$ cat config.mk
export PLATFORM = sky130hd
export DESIGN_NAME = cpu_datapath
export DESIGN_NICKNAME = d
export VERILOG_FILES = /design/src/rtl/cpu_datapath_pkg.sv /design/src/rtl/cpu_datapath_regfile.sv /design/src/rtl/cpu_datapath.sv
export SDC_FILE = /design/constraint.sdc
export NUM_CORES = 1
export LEC_CHECK = 0
export CORE_ASPECT_RATIO = 0.8
export CORE_MARGIN = 2
export CORE_UTILIZATION = 55
export CTS_BUF_LIST = sky130_fd_sc_hd__clkbuf_4 sky130_fd_sc_hd__clkbuf_8 sky130_fd_sc_hd__clkbuf_16
export DETAILED_ROUTE_END_ITERATION = 8
export HOLD_SLACK_MARGIN = 0.06
export PLACE_DENSITY = 0.86
export RECOVER_POWER = 100
export SYNTH_ARGS = -nofsm -noshare
export SYNTH_HDL_FRONTEND = slang
export SYNTH_SLANG_ARGS = --single-unit
$ cat constraint.sdc
create_clock -name Clk -period 17.1 [get_ports Clk]
set_input_delay 3.42 -clock Clk [delete_from_list [all_inputs] [get_ports Clk]]
set_output_delay 3.42 -clock Clk [all_outputs]
set_load 0.005 [all_outputs]
$ cat src/rtl/cpu_datapath_pkg.sv
// Shared definitions for the CPU datapath: ALU operation codes, address widths
// and flag bit positions (flags exist only when DP_FLAGS_EN is defined).
package DatapathDefs;

  typedef enum logic [2:0] {
    ALU_PASS = 3'd0,
    ALU_ADD  = 3'd1,
    ALU_SUB  = 3'd2,
    ALU_AND  = 3'd3,
    ALU_OR   = 3'd4,
    ALU_XOR  = 3'd5,
    ALU_NOT  = 3'd6,
    ALU_INC  = 3'd7
  } alu_op;

  localparam int RF_ADDR_W = 4;
  localparam int DM_ADDR_W = 8;

  localparam int FLAG_N = 2;
  localparam int FLAG_Z = 1;
  localparam int FLAG_C = 0;

endpackage

$ cat src/rtl/cpu_datapath_regfile.sv
// Register file: one synchronous write port, two combinational read ports,
// every entry cleared by the asynchronous reset.
module dp_regfile
  import DatapathDefs::*;
#(
  parameter int DATA_W = 16,
  parameter int DEPTH  = 16
) (
  input  logic                 Clk,
  input  logic                 ResetN,
  input  logic                 w_en,
  input  logic [RF_ADDR_W-1:0] w_addr,
  input  logic [DATA_W-1:0]    w_data,
  input  logic [RF_ADDR_W-1:0] ra_addr,
  input  logic [RF_ADDR_W-1:0] rb_addr,
  output logic [DATA_W-1:0]    ra_data,
  output logic [DATA_W-1:0]    rb_data
);

  logic [DATA_W-1:0] mem [DEPTH];

  always_ff @(posedge Clk or negedge ResetN) begin
    if (!ResetN) begin
      for (int i = 0; i < DEPTH; i++) mem[i] <= '0;
    end else if (w_en) begin
      mem[w_addr] <= w_data;
    end
  end

  // Reads see the pre-edge contents, so a same-cycle write is visible next cycle.
  assign ra_data = mem[ra_addr];
  assign rb_data = mem[rb_addr];

endmodule

$ cat src/rtl/cpu_datapath.sv
// CPU datapath: PC, IR, register file, ALU and memory-port steering driven
// purely by control lines. Define DP_FLAGS_EN to add the {N,Z,C} Flags output.
module cpu_datapath
  import DatapathDefs::*;
#(
  parameter int PC_W     = 7,
  parameter int DATA_W   = 16,
  parameter int RF_DEPTH = 16
) (
  input  logic                 Clk,
  input  logic                 ResetN,
  input  logic                 PC_clr,
  input  logic                 PC_up,
  input  logic                 IR_ld,
  input  logic                 D_wr,
  input  logic [DM_ADDR_W-1:0] D_addr,
  input  logic                 RF_s,
  input  logic                 RF_W_en,
  input  logic [RF_ADDR_W-1:0] RF_W_addr,
  input  logic [RF_ADDR_W-1:0] RF_Ra_addr,
  input  logic [RF_ADDR_W-1:0] RF_Rb_addr,
  input  logic [2:0]           Alu_s0,
  output logic [PC_W-1:0]      I_addr,
  input  logic [15:0]          I_data,
  output logic [15:0]          IR,
  output logic [DM_ADDR_W-1:0] DM_addr,
  output logic                 DM_we,
  output logic [DATA_W-1:0]    DM_wdata,
  input  logic [DATA_W-1:0]    DM_rdata,
  output logic [DATA_W-1:0]    ALU_Q
`ifdef DP_FLAGS_EN
  ,
  output logic [2:0]           Flags
`endif
);

  logic [PC_W-1:0]   pc_q;
  logic [15:0]       ir_q;
  logic [DATA_W-1:0] rf_a;
  logic [DATA_W-1:0] rf_b;
  logic [DATA_W-1:0] rf_wdata;
  logic [DATA_W-1:0] alu_q;
  alu_op             op;

  always_ff @(posedge Clk or negedge ResetN) begin
    if (!ResetN) begin
      pc_q <= '0;
      ir_q <= '0;
    end else begin
      if (PC_clr)     pc_q <= '0;
      else if (PC_up) pc_q <= pc_q + PC_W'(1);
      if (IR_ld)      ir_q <= I_data;
    end
  end

  // Load data arrives straight from the RAM's registered output; no local buffering.
  assign rf_wdata = RF_s ? DM_rdata : alu_q;

  dp_regfile #(
    .DATA_W (DATA_W),
    .DEPTH  (RF_DEPTH)
  ) u_regfile (
    .Clk     (Clk),
    .ResetN  (ResetN),
    .w_en    (RF_W_en),
    .w_addr  (RF_W_addr),
    .w_data  (rf_wdata),
    .ra_addr (RF_Ra_addr),
    .rb_addr (RF_Rb_addr),
    .ra_data (rf_a),
    .rb_data (rf_b)
  );

  assign op = alu_op'(Alu_s0);

  always_comb begin
    alu_q = rf_a;
    case (op)
      ALU_PASS: alu_q = rf_a;
      ALU_ADD:  alu_q = rf_a + rf_b;
      ALU_SUB:  alu_q = rf_a - rf_b;
      ALU_AND:  alu_q = rf_a & rf_b;
      ALU_OR:   alu_q = rf_a | rf_b;
      ALU_XOR:  alu_q = rf_a ^ rf_b;
      ALU_NOT:  alu_q = ~rf_a;
      ALU_INC:  alu_q = rf_a + DATA_W'(1);
      default:  alu_q = rf_a;
    endcase
  end

`ifdef DP_FLAGS_EN
  logic       alu_c;
  logic [2:0] flags_q;

  // Carry/borrow derived from operands and the truncated result.
  always_comb begin
    alu_c = 1'b0;
    case (op)
      ALU_ADD: alu_c = (alu_q < rf_a);
      ALU_SUB: alu_c = (rf_a < rf_b);
      ALU_INC: alu_c = (rf_a == {DATA_W{1'b1}});
      default: alu_c = 1'b0;
    endcase
  end

  always_ff @(posedge Clk or negedge ResetN) begin
    if (!ResetN) begin
      flags_q <= '0;
    end else if (RF_W_en && !RF_s) begin
      flags_q[FLAG_N] <= alu_q[DATA_W-1];
      flags_q[FLAG_Z] <= (alu_q == '0);
      flags_q[FLAG_C] <= alu_c;
    end
  end

  assign Flags = flags_q;
`endif

  assign I_addr   = pc_q;
  assign IR       = ir_q;
  assign DM_addr  = D_addr;
  assign DM_we    = D_wr;
  assign DM_wdata = rf_a;
  assign ALU_Q    = alu_q;

endmodule
==> flow_metrics.env <==
export IMPL_syn_mean_instance_area_um2=10.4
export IMPL_count_of_flip_flops_with_a_built_in_enable_after_synthesis=0
export IMPL_setup_repair_after_global_routing_missed_its_margin="false"
export IMPL_timing_critical_path_max_delay_family="buffers and inverters"
export IMPL_io_pin_count=127
export IMPL_die_width_um=200
export IMPL_final_count_of_negative_setup_slack_endpoints=0
export IMPL_root_buffer_cell="sky130_fd_sc_hd__clkbuf_16"
export IMPL_timing_critical_path_mode_cell="sky130_fd_sc_hd__nor2_1"
export IMPL_power_share_sequential=0.383
export IMPL_cts_hold_fix_buffers=0
export IMPL_final_cell_count_no_fill=2090
export IMPL_post_route_cells_drive_above_1_share=0.159
export IMPL_ys_types=63
export IMPL_pwr_density_cell_mw_per_mm2=137
export IMPL_setup_worst_path_end="ALU_Q[15]"
export IMPL_netlist_area_mm2=0.0168
export IMPL_clock_tree_from_tritoncts="done"
export IMPL_via_count=14400
export IMPL_power_leakage_nw=8.33
export IMPL_failed_checks="max-capacitance violations, max-slew violations"
export IMPL_antenna_found_initial=1
export IMPL_timing_max_cap_violations=6
export IMPL_routabilityCongestion=0.941
export IMPL_design_core_area_mm2=0.0302
export IMPL_cp_buffers_inverters=3
export IMPL_p_comb_frac=0.358
export IMPL_netlist_instances=1613
export IMPL_internal_power_mw=1.67
export IMPL_numCtsBuffers=29
export IMPL_clkLatencyLatePin_ns=0.58
export IMPL_timing_critical_path_from="RF_Rb_addr[0]"
export IMPL_max_slew_worst_pin_slew_ns=5.49
export IMPL_clock_sinks=279
export IMPL_timing_hold_worst_class="reg2reg"
export IMPL_die_height_um=160
export IMPL_yosys_warnings=0
export IMPL_achievable_frequency_mhz=68.9
export IMPL_crit_chain="clkbuf_1 -> buf_4 -> mux4_2 -> mux2i_1 -> mux2i_1 -> nor2_1 -> nor4b_2 -> nor2_1 -> xnor2_1 -> nor2_1 -> ha_1 -> and3_1 -> and3_1 -> nor4_1 -> o31ai_1 -> a21o_1 -> a21oi_1 -> xnor2_1 -> nor3_1 -> a311oi_1 -> dlygate4sd3_1"
export IMPL_switching_share_of_total_power=0.357
export IMPL_drcViolationCount=0
export IMPL_nNetsFinal=1768
export IMPL_cts_path_max_buffers=3
export IMPL_grt_start_max_net_pins=177
export IMPL_irDropWorstVdd_mv=0.0910
export IMPL_fp_row_count=57
export IMPL_final_period_minus_worst_setup_slack_ns=14.51
export IMPL_required_ns=13.68
export IMPL_dr_iter_0_viols=1893
export IMPL_mappedNetlistNets=1726
export IMPL_layout_cells_most_common="sky130_fd_sc_hd__nand2_1"
export IMPL_crit_path_max_incr_delay_ns=1.82
export IMPL_cts_setup_buffers=0
export IMPL_worstPathArrival_ns=11.09
export IMPL_power_frac_clock=0.259
export IMPL_setup_worst_path_end_class="output port"
export IMPL_timing_critical_path_fanout_max=40
export IMPL_post_synthesis_register_bit_count=279
export IMPL_finalHoldViolCount=0
export IMPL_finalWirelength_um=51500
export IMPL_cts_resized=0
export IMPL_fin_skew_ns=0.0172
export IMPL_r2r_cells=18
export IMPL_syn_to_final_growth_pct=13.0
export IMPL_worstSetupPathType="in2out"
export IMPL_initial_cell_density_of_the_core=0.556
export IMPL_hpwlAfterDp_um=33100
export IMPL_place_detailed_instances=2037
export IMPL_h_tree_levels=1
export IMPL_nFillCells=2197
export IMPL_p_sw_uw=927
export IMPL_numPortBuffers=108
export IMPL_route_antenna_remaining_nets=0
export IMPL_period_share=0.848
export IMPL_grt_overall_usage=0.327
export IMPL_crit_reg2reg_launch="u_regfile.mem[4]$_DFFE_PN0P_"
export IMPL_ff2ff_setup_slack_ns=10.76
export IMPL_crit_reg2reg_capture="u_regfile.mem[79]$_DFFE_PN0P_"
export IMPL_timing_max_slew_rel_slack=-2.66
export IMPL_grt_pass1_wl_um=80500
export IMPL_dr_pass1_iters=7
export IMPL_die_area_mm2=0.0320
export IMPL_worst_path_stages=21
export IMPL_startpoint_type="input port"
export IMPL_critical_path_slowest_cell="sky130_fd_sc_hd__clkbuf_1"
export IMPL_insertedDiodeCount=0
export IMPL_number_of_global_route_vias_before_repair=14700
export IMPL_grt_overflow_total=0
export IMPL_fin_tns_setup_ns=0
export IMPL_drt_wirelength_per_cell_um=24.6
export IMPL_total_count_of_max_transition_violations_in_the_final_report=188
export IMPL_clkTransAtPathRegs_ns=0.06
export IMPL_async_flop_share=1.00
export IMPL_status="finished with violations"
export IMPL_postSynth_topFlopCell="sky130_fd_sc_hd__dfrtp_1"
export IMPL_yosysSeqAreaShare=0.415
export IMPL_mostFrequentLayoutCells="sky130_fd_sc_hd__nand2_1 (354), sky130_fd_sc_hd__dfrtp_1 (279), sky130_fd_sc_hd__o21ai_0 (195)"
export IMPL_detail_route_vias_per_cell=6.87
[stage by stage]
| step | instance area [µm²] | utilization | setup WS [ns] | power [mW] | hold slack (ns) |
|---|---|---|---|---|---|
| 6_report | 19000 | 0.628 | 2.59 | 2.60 | 0.503 |
| 5_1_grt | 19000 | 0.628 | 1.87 | 2.71 | 0.522 |
| 4_1_cts | 19100 | 0.631 | 4.13 | 2.59 | 0.500 |
| 3_5_place_dp | 18100 | 0.597 | 4.17 | 1.91 | 0.485 |
| 3_3_place_gp | 18100 | 0.597 | 4.33 | 1.84 | 0.470 |
| 2_1_floorplan | 16800 | - | 6.02 | 1.59 | 0.457 |
[worst min-delay path: stages, from the launching register on]
cell,delay [ns]
sky130_fd_sc_hd__dfrtp_1,0.36
sky130_fd_sc_hd__nand2_1,0.06
sky130_fd_sc_hd__nand2_1,0.06
[cell families (layout without fill, tap and decap cells)]
kind of cell / Yosys count / after routing / synth area share
flops: 279 / 279 / 0.415
compound gates: 370 / 370 / 0.132
fa+ha+maj: 50 / 50 / 0.0376
xor+xnor: 29 / 29 / 0.0159
mux: 210 / 210 / 0.233
simple gates: 511 / 511 / 0.124
buf+inv: 164 / 228 / 0.0421
[power groups by stage]
stage | clock network (mW) | registers (mW) | logic, mW
floorplan | 0 | 0.934 | 0.652
global placement | 0 | 0.964 | 0.877
detailed placement | 0 | 0.987 | 0.924
CTS | 0.672 | 0.983 | 0.936
global route | 0.695 | 1.01 | 1.01
finish | 0.671 | 0.994 | 0.931
[synth_stat cells, types with 11 or more instances]
| cell | n | area [µm²] |
|---|---|---|
| sky130_fd_sc_hd__nor3_1 | 11 | 55.1 |
| sky130_fd_sc_hd__a22oi_1 | 16 | 120 |
| sky130_fd_sc_hd__a221oi_1 | 13 | 114 |
| sky130_fd_sc_hd__inv_1 | 39 | 146 |
| sky130_fd_sc_hd__ha_1 | 49 | 613 |
| sky130_fd_sc_hd__a211oi_1 | 12 | 90.1 |
| sky130_fd_sc_hd__mux2i_1 | 31 | 310 |
| sky130_fd_sc_hd__o31ai_1 | 20 | 150 |
| sky130_fd_sc_hd__buf_1 | 14 | 52.6 |
| sky130_fd_sc_hd__xnor2_1 | 22 | 193 |
| sky130_fd_sc_hd__o21ai_0 | 181 | 906 |
| sky130_fd_sc_hd__mux2_2 | 36 | 405 |
| sky130_fd_sc_hd__clkbuf_1 | 87 | 327 |
| sky130_fd_sc_hd__nand3_1 | 11 | 55.1 |
| sky130_fd_sc_hd__dfrtp_1 | 279 | 6980 |
| sky130_fd_sc_hd__a22o_1 | 11 | 96.3 |
| sky130_fd_sc_hd__nor2_1 | 90 | 338 |
| sky130_fd_sc_hd__mux4_2 | 142 | 3200 |
| sky130_fd_sc_hd__nand2_1 | 354 | 1330 |
| sky130_fd_sc_hd__o21ai_1 | 11 | 55.1 |
| sky130_fd_sc_hd__a21oi_1 | 56 | 280 |
[worst min-delay path by stage]
stage          cells after the start                      startpoint  slack, ns                              to
2_1_floorplan                      2   u_regfile.mem[27]$_DFFE_PN0P_       0.46   u_regfile.mem[27]$_DFFE_PN0P_
6_report                           2  u_regfile.mem[235]$_DFFE_PN0P_       0.50  u_regfile.mem[235]$_DFFE_PN0P_
3_5_place_dp                       2  u_regfile.mem[141]$_DFFE_PN0P_       0.49  u_regfile.mem[141]$_DFFE_PN0P_
3_3_place_gp                       2   u_regfile.mem[27]$_DFFE_PN0P_       0.47   u_regfile.mem[27]$_DFFE_PN0P_
5_1_grt                            2  u_regfile.mem[158]$_DFFE_PN0P_       0.52  u_regfile.mem[158]$_DFFE_PN0P_
4_1_cts                            2  u_regfile.mem[235]$_DFFE_PN0P_       0.50  u_regfile.mem[235]$_DFFE_PN0P_
[routing by layer]
metal | vias up | routed length (µm) | GRT usage
li1 | 5912 | - | -
met1 | 7002 | 18300 | 0.419
met2 | 1151 | 23200 | 0.487
met3 | 288 | 7210 | 0.123
met4 | 2 | 2750 | 0.170
met5 | - | 11 | 0
[final cells by class]
| type | instances | area, µm² | share of cell area |
|---|---|---|---|
| timing repair buffer | 135 | 1240 | 0.0655 |
| clock inverter | 15 | 206 | 0.0109 |
| sequential | 279 | 6980 | 0.367 |
| inverter | 40 | 150 | 0.00790 |
| multi-input combinational | 1170 | 9100 | 0.479 |
| clock buffer | 38 | 800 | 0.0421 |
| tap | 413 | 517 | 0.0272 |
[registers in the layout, indices dropped and copies added, names as in the netlist]
| name | flops |
|---|---|
| IR | 16 |
| u_regfile.mem | 256 |
| I_addr | 7 |
Power figures use the tool's default switching activity.
